===== config.mk =====
export PLATFORM = sky130hd
export DESIGN_NAME = axi_write_arbiter
export DESIGN_NICKNAME = d
export VERILOG_FILES = /design/src/rtl/axi_write_arbiter.sv
export SDC_FILE = /design/constraint.sdc
export NUM_CORES = 1
export LEC_CHECK = 0
export CELL_PAD_IN_SITES_DETAIL_PLACEMENT = 1
export CELL_PAD_IN_SITES_GLOBAL_PLACEMENT = 1
export CORE_ASPECT_RATIO = 0.6
export CORE_MARGIN = 10
export CORE_UTILIZATION = 11
export CTS_CLUSTER_DIAMETER = 150
export DETAILED_ROUTE_END_ITERATION = 6
export PLACE_DENSITY = 0.88
export SYNTH_ARGS = -nofsm -noshare
export SYNTH_HDL_FRONTEND = slang
export SYNTH_SLANG_ARGS = --single-unit

===== constraint.sdc =====
create_clock -name ACLK -period 2.5 [get_ports ACLK]
set_input_delay 0.375 -clock ACLK [delete_from_list [all_inputs] [get_ports ACLK]]
set_output_delay 0.375 -clock ACLK [all_outputs]
set_load 0.02 [all_outputs]

===== src/rtl/axi_write_arbiter.sv =====
// Round-robin write arbiter: shares one downstream AXI write path (AW/W/B) among
// NUM_REQ requesters, one outstanding transaction at a time.
module axi_write_arbiter #(
    parameter int NUM_REQ          = 2,
    parameter int AXI_ID_WIDTH     = 1,
    parameter int AXI_DATA_WIDTH   = 32,
    parameter int AXI_ADDR_WIDTH   = 32,
    parameter int AXI_AWCHAN_WIDTH = AXI_ID_WIDTH + AXI_ADDR_WIDTH + 13,
    parameter int AXI_WDCHAN_WIDTH = AXI_DATA_WIDTH + AXI_DATA_WIDTH / 8 + 1,
    parameter int AXI_WBCHAN_WIDTH = AXI_ID_WIDTH + 2
) (
    input  logic                                  ACLK,
    input  logic                                  ARESETN,
    input  logic [NUM_REQ*AXI_AWCHAN_WIDTH-1:0]   S_AXI_AWCH_i,
    input  logic [NUM_REQ-1:0]                    S_AXI_AWCH_VALID_i,
    output logic [NUM_REQ-1:0]                    S_AXI_AWCH_READY_o,
    input  logic [NUM_REQ*AXI_WDCHAN_WIDTH-1:0]   S_AXI_WCH_i,
    input  logic [NUM_REQ-1:0]                    S_AXI_WCH_VALID_i,
    output logic [NUM_REQ-1:0]                    S_AXI_WCH_READY_o,
    output logic [AXI_WBCHAN_WIDTH-1:0]           S_AXI_BCH_o,
    output logic [NUM_REQ-1:0]                    S_AXI_BCH_VALID_o,
    input  logic [NUM_REQ-1:0]                    S_AXI_BCH_READY_i,
    output logic [AXI_AWCHAN_WIDTH-1:0]           M_AXI_AWCH_o,
    output logic                                  M_AXI_AWCH_VALID_o,
    input  logic                                  M_AXI_AWCH_READY_i,
    output logic [AXI_WDCHAN_WIDTH-1:0]           M_AXI_WCH_o,
    output logic                                  M_AXI_WCH_VALID_o,
    input  logic                                  M_AXI_WCH_READY_i,
    input  logic [AXI_WBCHAN_WIDTH-1:0]           M_AXI_BCH_i,
    input  logic                                  M_AXI_BCH_VALID_i,
    output logic                                  M_AXI_BCH_READY_o,
    output logic [NUM_REQ-1:0]                    GRANT_o,
    output logic                                  BUSY_o
);

    localparam int IDX_W = (NUM_REQ > 1) ? $clog2(NUM_REQ) : 1;

    typedef logic [IDX_W-1:0] idx_t;
    typedef enum logic [1:0] {ST_IDLE, ST_ADDR, ST_DATA, ST_RESP} state_t;

    state_t state_q, state_d;
    idx_t   grant_idx_q, grant_idx_d;
    idx_t   rr_ptr_q, rr_ptr_d;

    logic   any_req;
    idx_t   arb_idx;
    idx_t   cand_idx;
    int     cand;

    logic [AXI_AWCHAN_WIDTH-1:0] aw_slice [NUM_REQ];
    logic [AXI_WDCHAN_WIDTH-1:0] wd_slice [NUM_REQ];

    for (genvar k = 0; k < NUM_REQ; k++) begin : g_unpack
        assign aw_slice[k] = S_AXI_AWCH_i[k*AXI_AWCHAN_WIDTH +: AXI_AWCHAN_WIDTH];
        assign wd_slice[k] = S_AXI_WCH_i[k*AXI_WDCHAN_WIDTH +: AXI_WDCHAN_WIDTH];
    end

    // First requesting index at or above rr_ptr, wrapping modulo NUM_REQ.
    always_comb begin
        // NOTE: every signal gets a default before any branch so no latch is inferred.
        any_req  = 1'b0;
        arb_idx  = rr_ptr_q;
        cand     = 0;
        cand_idx = '0;
        for (int i = 0; i < NUM_REQ; i++) begin
            cand = int'(rr_ptr_q) + i;
            if (cand >= NUM_REQ) cand = cand - NUM_REQ;
            cand_idx = idx_t'(cand);
            if (!any_req && S_AXI_AWCH_VALID_i[cand_idx]) begin
                any_req = 1'b1;
                arb_idx = cand_idx;
            end
        end
    end

    always_comb begin
        state_d     = state_q;
        grant_idx_d = grant_idx_q;
        rr_ptr_d    = rr_ptr_q;
        unique case (state_q)
            ST_IDLE: begin
                if (any_req) begin
                    grant_idx_d = arb_idx;
                    state_d     = ST_ADDR;
                end
            end
            ST_ADDR: begin
                if (S_AXI_AWCH_VALID_i[grant_idx_q] && M_AXI_AWCH_READY_i)
                    state_d = ST_DATA;
            end
            ST_DATA: begin
                // WLAST alone ends the burst; the AW length is never consulted.
                if (S_AXI_WCH_VALID_i[grant_idx_q] && M_AXI_WCH_READY_i &&
                    wd_slice[grant_idx_q][0])
                    state_d = ST_RESP;
            end
            ST_RESP: begin
                if (M_AXI_BCH_VALID_i && S_AXI_BCH_READY_i[grant_idx_q]) begin
                    rr_ptr_d    = (grant_idx_q == idx_t'(NUM_REQ - 1)) ? '0
                                                                        : grant_idx_q + idx_t'(1);
                    grant_idx_d = '0;
                    state_d     = ST_IDLE;
                end
            end
            default: state_d = ST_IDLE;
        endcase
    end

    // Channel routing: payloads are muxed freely, valids/readies gated by state.
    always_comb begin
        S_AXI_AWCH_READY_o = '0;
        S_AXI_WCH_READY_o  = '0;
        S_AXI_BCH_VALID_o  = '0;
        GRANT_o            = '0;
        M_AXI_AWCH_VALID_o = 1'b0;
        M_AXI_WCH_VALID_o  = 1'b0;
        M_AXI_BCH_READY_o  = 1'b0;
        M_AXI_AWCH_o       = aw_slice[grant_idx_q];
        M_AXI_WCH_o        = wd_slice[grant_idx_q];
        S_AXI_BCH_o        = M_AXI_BCH_i;
        BUSY_o             = (state_q != ST_IDLE);
        if (state_q != ST_IDLE) GRANT_o[grant_idx_q] = 1'b1;
        unique case (state_q)
            ST_ADDR: begin
                M_AXI_AWCH_VALID_o              = S_AXI_AWCH_VALID_i[grant_idx_q];
                S_AXI_AWCH_READY_o[grant_idx_q] = M_AXI_AWCH_READY_i;
            end
            ST_DATA: begin
                M_AXI_WCH_VALID_o              = S_AXI_WCH_VALID_i[grant_idx_q];
                S_AXI_WCH_READY_o[grant_idx_q] = M_AXI_WCH_READY_i;
            end
            ST_RESP: begin
                S_AXI_BCH_VALID_o[grant_idx_q] = M_AXI_BCH_VALID_i;
                M_AXI_BCH_READY_o              = S_AXI_BCH_READY_i[grant_idx_q];
            end
            default: ;
        endcase
    end

    always_ff @(posedge ACLK or negedge ARESETN) begin
        if (!ARESETN) begin
            state_q     <= ST_IDLE;
            grant_idx_q <= '0;
            rr_ptr_q    <= '0;
        end else begin
            // NOTE: non-blocking assignments so every flop samples pre-edge values.
            state_q     <= state_d;
            grant_idx_q <= grant_idx_d;
            rr_ptr_q    <= rr_ptr_d;
        end
    end

endmodule


== Word level (Yosys, flattened, before mapping) ==
Index checks and enable logic that the tools add are counted.

* Bits in registers: 4
* Input bits: 180
* Output and inout bits: 98

* Add/sub/neg operators: 4
* $lt $le $gt $ge: 7
* Eq/ne operators: 7
* Muxes and demuxes: 40
* Bitwise gates (word level): 4
* Reduce and logical (&&, ||, !) cells: 13

{| class="wikitable"
|+ Operators by type and width
! operator !! number
|-
| $mux 46 || 3
|-
| $mux 37 || 3
|-
| $mux 1 || 23
|-
| $mux 2 || 8
|-
| $ne 2x2->1 const B || 4
|-
| $pmux 2 s4 || 1
|-
| $and 2x2->2 || 3
|-
| $logic_and 1x1->1 || 6
|-
| $lt 1x2->1 const B || 3
|-
| $eq 2x2->1 const B || 2
|-
| $ge 2x2->1 const B || 2
|-
| $reduce_and 4->1 || 1
|-
| $reduce_bool 2->1 || 2
|-
| $reduce_and 3->1 || 1
|-
| $add 1x1->2 const B || 1
|-
| $eq 2x1->1 const B || 1
|-
| $ge 1x2->1 const B || 1
|-
| $logic_not 2->1 || 1
|-
| $not 1->2 || 1
|-
| $pmux 1 s2 || 1
|-
| $reduce_and 2->1 || 1
|-
| $sub 1x1->1 const B || 2
|-
| $add 1x1->1 const B || 1
|-
| $demux 1 s1 || 1
|-
| 2 further kinds || 2
|}

== Depth between registers and ports, before layout ==
Gate-level depths: netlist of run 1.

* Depth in word-level cells: 10
* Gate-level depth with buffers: 6

== Worst setup path after synthesis of run 1 ==
OpenSTA, ideal clock, no wires.

* Kind: reg2reg
* Start point: register state_q[0]
* End point: register state_q[1]
* Data arrival time: 1.664 ns
* Data required time: 2.372 ns
* Setup slack: 0.708 ns
* Stages on the path, launching flop included: 7
* Buffers on the path: 0
* Cell sequence: dfrtp_1 -> inv_1 -> ha_1 -> nor3b_1 -> a211o_1 -> a221oi_2 -> mux2_1

* Longest elaborated chain between the ends: 3
* Elaborated cells between the ends (all ways): 10

{| class="wikitable"
|+ RTL lines
! element !! line !! source
|-
| from (decl) || 41 || <nowiki>state_t state_q, state_d;</nowiki>
|-
| from (signal assigned) || 147 || <nowiki>state_q <= state_d;</nowiki>
|-
| $eq 2x2->1 (tied with other cells) || 80 || <nowiki>unique case (state_q)</nowiki>
|-
| $ne 2x2->1 (no source line) || -- ||
|-
| $reduce_and 4->1 (no source line) || -- ||
|}

Parallel ways exist; a longest one is shown, timed or not.
A chain may end at the register's enable or synchronous reset.

== Final worst setup path of run 1 ==
* Start point: register grant_idx_q
* End point: output port M_AXI_WCH_o[33]

* Longest elaborated chain between the ends: 4

{| class="wikitable"
|+ RTL lines
! element !! line !! source
|-
| from (decl) || 42 || <nowiki>idx_t grant_idx_q, grant_idx_d;</nowiki>
|-
| from (signal assigned) || 148 || <nowiki>grant_idx_q <= grant_idx_d;</nowiki>
|-
| $not 1->2 (not written as such) || 119 || <nowiki>M_AXI_WCH_o = wd_slice[grant_idx_q];</nowiki>
|-
| $mux 37 (not written as such) (3 in series) || 119 ||
|-
| to (decl) || 26 || <nowiki>output logic [AXI_WDCHAN_WIDTH-1:0] M_AXI_WCH_o,</nowiki>
|}

No other way between the ends. The select of a mux whose other input is x is not followed.

==> impl_summary.md, run 1 <==
Drt
The iteration count of the initial detailed-routing pass is 4. The top metal layer carrying routed signals is met5. In the final routing, the length of wire on met1 measures between 4 and 5 mm. The total wire length after detailed routing is 11.7 mm.

The final routed wire length divided by cell count is roughly 20 um. Using the TritonRoute via totals, the vias-per-cell ratio works out to around 3.9. The routed design uses roughly 1.1 mm of met3 wire. The first routing iteration left 66 violations. The count of nets left with antenna violations after detail routing is 0. The number of vias after detailed routing is ~2,200. The total met2 wirelength after detailed routing is 6.20 mm. In the routed design, unresolved DRC markers number 0.

STA
For the final database, setup skew stands at approximately 0.0009 ns. For the pin with the worst max-slew slack, the measured transition is 0.411 ns. Summed over all failing endpoints, the final setup total negative slack is 0 ns.

The max-slew headroom at the worst pin is 0.726. The number of endpoints failing setup at the final stage is 0. Setup repair after global routing left no endpoint under its margin. The count of endpoints failing hold in the final timing report is 0. The final-report max-slew violation count is 0. The achievable clock frequency is 0.426 GHz. In the finished design, the share of the clock period the worst path needs comes to 0.938. The clock period minus final worst setup slack is approximately 2.3 ns.

Critical path
Following the worst setup path forward leads to its endpoint at M_AXI_WCH_o[33]. The worst setup path is launched from a register. In this run the worst path has a maximum fanout of 75. The buffers plus inverters on the worst setup path is 2. STA classifies the critical path endpoint as an output port. The reg2reg setup slack is around 0.49 ns. Walking the worst path, the cells encountered are buf_12 -> mux2_2 -> clkdlybuf4s50_1.

At the worst endpoint, the arrival time is 1.97 ns. The number of cells on the worst reg-to-reg path is 6. The beginning of the worst register-to-register path is state_q[0].

The worst register-to-register path ends at state_q[1]. Counting buffers and inverters, the worst setup path is 3 cells deep. The biggest cell delay along the critical path is ~0.56 ns. The critical path startpoint is grant_idx_q. The category of the most critical setup path is reg -> out. The cell with the largest stage delay on the worst path is sky130_fd_sc_hd__clkdlybuf4s50_1. The cell family with the largest share of critical-path delay is buffers and inverters. The required time at the endpoint of the critical path is 2.12 ns.

Floorplan
The initialized floorplan defines 32 standard-cell rows. The total I/O pin count is about 280. The chip width is 167 um.

The initial utilization of the core area, before any placement, comes to 0.111. The die footprint is between 15,000 and 20,000 um2. After floorplanning, the core was sized to cover 12,700 um2. From bottom edge to top edge, the die measures around 110 um.

Place
The placed wire-length estimate after detailed placement is roughly 11 mm. The count of buffers inserted at the top-level ports is around 270. Including well taps, the total number of placed cells is about 570. At the end of routability-driven placement, the weighted congestion stood at roughly 0.85.

Logic synthesis
The async set-or-reset flop fraction in the synthesized netlist is 1.00. Synthesis handed over a netlist of ~150 instances. Each instance of the synthesized netlist takes up on average between 9 and 10 um2. The mapped netlist covers 1420 um2. In the synthesized netlist the dominant register cell turns out to be sky130_fd_sc_hd__dfrtp_1. The most frequently used cell type in the post-synthesis netlist is sky130_fd_sc_hd__mux2_2. Of the post-synthesis cell area, the dominant cell type holds 0.659. The share of the Yosys chip area taken by registers is 0.0706. The commonest cells after synthesis are sky130_fd_sc_hd__mux2_2, sky130_fd_sc_hd__buf_2, sky130_fd_sc_hd__nor2_1, sky130_fd_sc_hd__nand2_1. The net count after synthesis is between 300 and 400. Yosys mapped the design onto 26 distinct sky130hd cell types.

During synthesis, Yosys emitted a total of 0 warnings. In this run, synthesis produced a sequential element count of 4. By area the synthesized netlist is led by sky130_fd_sc_hd__mux2_2, sky130_fd_sc_hd__dfrtp_1, sky130_fd_sc_hd__ha_1. Of all cell types, the one taking the most synthesized area is sky130_fd_sc_hd__mux2_2. The synthesized design contains 0 enable-type register cells.

Global route
The number of antenna violations at the first check in global routing is 1. The largest net degree at the start of global routing is 76. The via count of the first global-routing pass is 2,609. In the global route stage, overall resource usage came out at 0.115. The wire length of the first global-routing pass is 16.5 mm. For this run the aggregate overflow at the end of global routing stands at 0.

Final layout
Of the cells placed in the final design, the portion with a size suffix greater than 1 is 0.223. The finished layout holds ~580 standard cells, fillers aside. The repair_antennas step left the layout with diodes totalling 0. After the last flow step, the layout net total stands at around 590. The area growth from synthesis to final layout is 209%.

Clock tree
For this design, the sink count on the clock tree is 4. The post-CTS resize count is 0. The number of hold-repair buffers added at the cts stage is 0. The CTS tree is yes. The clock root buffer master is sky130_fd_sc_hd__clkbuf_16. The clock tree buffer depth is 2.

The number of H-tree levels is 1. The clock-pin slew on the worst setup and hold paths is approximately 0.030 ns. The number of setup buffers added after CTS is 0.

The number of buffers inserted during clock tree synthesis is 3. The later pin in the worst-skew pair is clocked with a latency of 0.22 ns.

Status
The run finished with clean final reports.

Pwr
The peak supply drop is roughly 460 uV. The power per cell area is roughly 770 nW/um2. The overall power after layout is roughly 0.0034 W. The leakage component of the power is about 1.6 nW.

Min path
In this run the worst hold path is classified as in -> async.

Run
Across the run, the number of max-cap violations was 0.
placed cells by master, fill, tap and decap left out, types with 2 or more instances in the layout:
cell	instances
sky130_fd_sc_hd__and3_1	3
sky130_fd_sc_hd__clkbuf_16	3
sky130_fd_sc_hd__clkdlybuf4s50_1	271
sky130_fd_sc_hd__dfrtp_1	3
sky130_fd_sc_hd__ha_1	4
sky130_fd_sc_hd__inv_1	4
sky130_fd_sc_hd__mux2_2	83
sky130_fd_sc_hd__mux2i_1	3
sky130_fd_sc_hd__nand2_1	5
sky130_fd_sc_hd__nor2_1	6
sky130_fd_sc_hd__nor2b_1	4
sky130_fd_sc_hd__o21ai_0	2
kinds of logic (layout without fill, tap and decap cells):
| kind of cell | after synthesis | after routing | synth area share |
|---|---|---|---|
| buf+inv | 18 | 281 | 0.0635 |
| compound gates | 10 | 10 | 0.0618 |
| mux | 87 | 87 | 0.688 |
| simple gates | 22 | 22 | 0.0803 |
| fa+ha+maj | 4 | 4 | 0.0353 |
| flops | 4 | 4 | 0.0706 |
stage by stage:
step	setup slack, ns	utilization	area [um2]	hold WS (ns)
floorplan	0.708	-	1420	0.0794
global placement	0.388	0.338	4300	0.534
detailed placement	0.342	0.338	4300	0.576
CTS	0.129	0.344	4380	0.365
global route	0.0945	0.344	4380	0.376
finish	0.154	0.344	4380	0.363
layer usage:
layer	global-route usage	vias up
met5	0	-
met4	0.0125	2
met3	0.0457	6
met2	0.218	132
met1	0.124	1029
li1	-	1064
worst register-to-register path, cell delays in order, from the launching register on:
cell                       delay [ns]
sky130_fd_sc_hd__dfrtp_1         0.40
sky130_fd_sc_hd__inv_1           0.09
sky130_fd_sc_hd__ha_1            0.27
sky130_fd_sc_hd__nor3b_1         0.17
sky130_fd_sc_hd__a211o_1         0.34
sky130_fd_sc_hd__a221oi_2        0.24
sky130_fd_sc_hd__mux2_1          0.37
registers in the layout, summed over array words and instances (netlist names):
| signal | cells |
|---|---|
| state_q | 2 |
| grant_idx_q | 1 |
| rr_ptr_q | 1 |
report_power, final:
group	switching [W]	total [W]	leakage (nW)	internal, W
logic	0.00139	0.00299	1.54	0.00160
registers	0.0000334	0.000133	0.0435	0.0000999
clock network	0.0000452	0.000256	0.0382	0.000211
total	0.00147	0.00338	1.62	0.00191
worst min-delay path by stage:
stage	from	end	slack, ns	cells after the start
4_1_cts	ARESETN	grant_idx_q	0.36	1
5_1_grt	ARESETN	grant_idx_q	0.38	1
3_3_place_gp	rr_ptr_q	rr_ptr_q	0.53	2
2_1_floorplan	ARESETN	grant_idx_q	0.08	0
3_5_place_dp	state_q[1]	state_q[1]	0.58	1
6_report	ARESETN	grant_idx_q	0.36	1
layout make-up:
type | count | area (um2)
sequential | 4 | 104
timing repair buffer | 273 | 2740
multi-input combinational | 123 | 1230
clock buffer | 4 | 78.8
tap | 170 | 213
inverter | 4 | 15.0
fill | 1445 | 8350
(Power assumes the default switching activity.)
==> run 2: changes to the inputs <==
Settings changed: ABC_AREA set to 1, CORE_UTILIZATION 11 to 10, CTS_CLUSTER_SIZE set to 12, PLACE_DENSITY 0.88 to 0.9.
==> impl_summary.md, run 2 <==
Drt
The final routed wire length divided by cell count is 15.5 um (was 20.2 um). The remaining design rule violation count is 0 (unchanged). The mean number of vias per cell came to 3.77 (was 3.86). The detailed router's first-iteration violation count was 103 (was 66). The total wire length after detailed routing is 12.3 mm (was 11.7 mm). The count of nets left with antenna violations after detail routing is 0 (unchanged). The number of vias after detailed routing is 2,976 (was 2,233).

The iteration count of the initial detailed-routing pass is 4 (unchanged).

Critical path
The capturing point of the worst reg2reg path was state_q[0] (was state_q[1]). The worst-path maximum fanout was 41 (was 75). The required time at the endpoint of the critical path was 2.12 ns (about the same).

The beginning of the worst register-to-register path is grant_idx_q (was state_q[0]). The kind of start point of the critical path is a register (unchanged). The cell family with the largest share of critical-path delay is buffers and inverters (unchanged). The kind of end point of the critical path is an output port (unchanged). The data arrival time of the critical path is 1.96 ns (was 1.97 ns). The buffers plus inverters on the worst setup path is 3 (was 2). The number of cells on the worst reg-to-reg path came to 7 (was 6). The biggest cell delay along the critical path was 0.64 ns (was 0.56 ns). The category of the most critical setup path is reg -> out (unchanged). The cell with the largest stage delay on the worst path was sky130_fd_sc_hd__clkdlybuf4s50_1 (unchanged). Cell-by-cell trace of the critical path: inv_2 -> buf_12 -> nand2_1 -> a21oi_1 -> clkdlybuf4s50_1 (was buf_12 -> mux2_2 -> clkdlybuf4s50_1). The reg2reg setup slack came to 0.93 ns (was 0.49 ns).

Global route
The global router's overall resource usage is 0.111 (was 0.115). The largest net degree at the start of global routing came to 49 (was 76). The sum of overflow across all layers after global routing is 0 (unchanged). The routing usage on met1 is 0.119 (was 0.124).

The met2 usage in global routing is 0.197 (was 0.218). The global routing usage on met3 came to 0.0590 (was 0.0457). The most crowded layer after global routing is met2 (unchanged). The via count of the first global-routing pass is 3,249 (was 2,609). The number of antenna violations at the first check in global routing was 0 (was 1). The wire length of the first global-routing pass is 18.0 mm (was 16.5 mm).

Floorplan
The number of rows created at floorplan is 34 (was 32). The initial cell density of the core was 0.102 (was 0.111). The chip width is 177 um (was 167 um). The core area is 14,500 um2 (was 12,700 um2). The total I/O pin count is 278 (unchanged). The height of the die is 114 um (was 108 um). The die footprint was 20,300 um2 (was 18,000 um2).

Logic synthesis
The post-synthesis instance area is 1490 um2 (was 1420 um2). The flip-flop and latch count after synthesis was 4 (unchanged). Ranking of synthesized cells by instance count: sky130_fd_sc_hd__nand2_1, sky130_fd_sc_hd__inv_1, sky130_fd_sc_hd__buf_2, sky130_fd_sc_hd__buf_4, sky130_fd_sc_hd__nor2_1 (was sky130_fd_sc_hd__mux2_2, sky130_fd_sc_hd__buf_2, sky130_fd_sc_hd__nor2_1, sky130_fd_sc_hd__nand2_1).

The Yosys warning count was 0 (unchanged). The async set-or-reset flop fraction in the synthesized netlist came to 1.00 (unchanged). The post-synthesis area per instance is 4.43 um2 (was 9.78 um2). The number of enable-type register cells in the synthesized netlist is 0 (unchanged). The gate count after technology mapping is 335 (was 145). The net count after synthesis is 519 (was 329). The flip-flop cell with the highest count after synthesis was sky130_fd_sc_hd__dfrtp_1 (unchanged). The cell type contributing the most total cell area after synthesis is sky130_fd_sc_hd__nand2_1 (was sky130_fd_sc_hd__mux2_2).

Dominant cells by area after synthesis: sky130_fd_sc_hd__nand2_1, sky130_fd_sc_hd__dfrtp_1, sky130_fd_sc_hd__buf_4 (was sky130_fd_sc_hd__mux2_2, sky130_fd_sc_hd__dfrtp_1, sky130_fd_sc_hd__ha_1). The fraction of the yosys area taken by sequential cells was 0.0674 (was 0.0706). The most frequently used cell type in the post-synthesis netlist is sky130_fd_sc_hd__nand2_1 (was sky130_fd_sc_hd__mux2_2).

The unique cell type count in the Yosys netlist was 21 (was 26). The proportion of netlist area held by the largest area contributor is 0.675 (was 0.659).

Place
The final weighted congestion in routability-driven placement was 0.802 (was 0.852). The cell count after placement is 786 (was 574). The area after detailed placement is 4390 um2 (was 4300 um2).

The placed wire-length estimate after detailed placement was 11.1 mm (was 10.6 mm). The count of buffers inserted at the top-level ports is 271 (unchanged).

Final layout
The area growth from synthesis to final layout is 201% (was 209%). Most frequent cells in the layout: sky130_fd_sc_hd__clkdlybuf4s50_1, sky130_fd_sc_hd__nand2_1, sky130_fd_sc_hd__inv_1 (was sky130_fd_sc_hd__clkdlybuf4s50_1, sky130_fd_sc_hd__mux2_2, sky130_fd_sc_hd__nor2_1). The post-layout net count is 777 (was 593). The flip-flop count of the largest register, all copies and words added came to 2 (unchanged). The most common library cell in the layout ignoring fill and taps is sky130_fd_sc_hd__clkdlybuf4s50_1 (unchanged). The number of diodes is 0 (unchanged). The register name with the most flops is state_q (unchanged).

The post-route standard cell area excluding fillers is 4470 um2 (was 4380 um2). The share of final-layout standard cells stronger than drive strength 1 is 0.0287 (was 0.223). The final cell count without fillers is 790 (was 578). Largest regs: state_q: 2 flops, grant_idx_q: 1 flops, rr_ptr_q: 1 flops (unchanged).

STA
Unrepaired setup endpoints after global routing: false (unchanged). The achievable clock frequency is 0.428 GHz (was 0.426 GHz). The worst slack on hold paths came to 0.362 ns (was 0.363 ns). The measured slew at the worst slew-check pin is 0.401 ns (was 0.411 ns). The number of endpoints failing setup at the final stage is 0 (unchanged). The clock period minus final worst setup slack was 2.34 ns (was 2.35 ns).

The summed negative setup slack over all endpoints is 0 ns (unchanged). The share of the clock period used by the worst path is 0.935 (was 0.938). The count of endpoints failing hold in the final timing report was 0 (unchanged). The setup clock skew after layout was 0.00119 ns (was 0.000901 ns).

The max-slew headroom at the worst pin is 0.733 (was 0.726). The final-report max-slew violation count came to 0 (unchanged).

Clock tree
The clock tree buffer depth is 2 (unchanged). The CTS tree is yes (unchanged). The number of H-tree levels came to 1 (unchanged).

The number of hold-repair buffers added at the cts stage is 0 (unchanged). The clock-pin slew on the worst setup and hold paths is 0.03 ns (about the same). The number of buffers inserted during clock tree synthesis is 3 (unchanged). The number of clock sinks is 4 (unchanged).

The clock latency of the later-clocked register in the worst-skew pair came to 0.22 ns (about the same). The clock root buffer master is sky130_fd_sc_hd__clkbuf_16 (unchanged). The number of setup buffers added after CTS is 0 (unchanged). The post-CTS resize count came to 0 (unchanged).

Pwr
The power per cell area is 770 nW/um2 (was 772 nW/um2). The leakage component of the power came to 2.08 nW (was 1.62 nW). The peak supply drop was 270 uV (was 462 uV). The overall power after layout was 0.00344 W (was 0.00338 W).

Status
Run status: finished, final reports clean (unchanged).

Run
The max-capacitance violation count is 0 (unchanged).

Min path
The class of the tightest hold or removal check is in -> async (unchanged).
-- run 2: how the worst max path moves through the flow --
stage                          startpoint                     to  slack [ns]  cells after the start
floorplan                     grant_idx_q  S_AXI_AWCH_READY_o[0]        0.91                      3
global placement    S_AXI_AWCH_VALID_i[0]     M_AXI_AWCH_VALID_o        0.19                      6
detailed placement  S_AXI_AWCH_VALID_i[0]     M_AXI_AWCH_VALID_o        0.21                      6
CTS                           grant_idx_q      M_AXI_WCH_VALID_o        0.13                      5
global route                   state_q[0]   S_AXI_WCH_READY_o[0]        0.05                      5
finish                        grant_idx_q      M_AXI_WCH_VALID_o        0.16                      5
-- run 2: routing by layer --
metal  part of all wire  routed length (um)
met3               0.14                1670
met1               0.39                4810
met4             0.0033                  40
met5                  0                   0
met2               0.47                5760
-- run 2: logic make-up (layout without fill, tap and decap cells) --
logic type / after synthesis / after routing / synth area share
and+or+nand+nor: 286 / 286 / 0.748
buffers and inverters: 35 / 292 / 0.117
adders and majority gates: 5 / 5 / 0.0404
AOI/OAI and AO/OA: 5 / 5 / 0.0270
DFF: 4 / 4 / 0.0674
-- run 2: power breakdown --
part | total [W] | internal [W] | switching (W) | leakage (nW)
combinational | 0.00304 | 0.00137 | 0.00166 | 1.99
sequential | 0.000147 | 0.000102 | 0.0000449 | 0.0482
clock | 0.000258 | 0.000211 | 0.0000468 | 0.0382
total | 0.00344 | 0.00169 | 0.00175 | 2.08
-- run 2: final cells by class --
cell class                 count  area [um2]
fill                        1850       10000
timing repair buffer         275        2780
multi-input combinational    296        1210
tap                          198         248
sequential                     4         104
clock buffer                   4        78.8
inverter                      13        48.8
-- run 2: metrics by stage --
stage                     setup slack (ns)  utilization
after global routing                0.0495        0.308
after detailed placement             0.215        0.303
after global placement               0.194        0.303
after CTS                            0.130        0.308
after floorplan                      0.915            -
final                                0.162        0.308
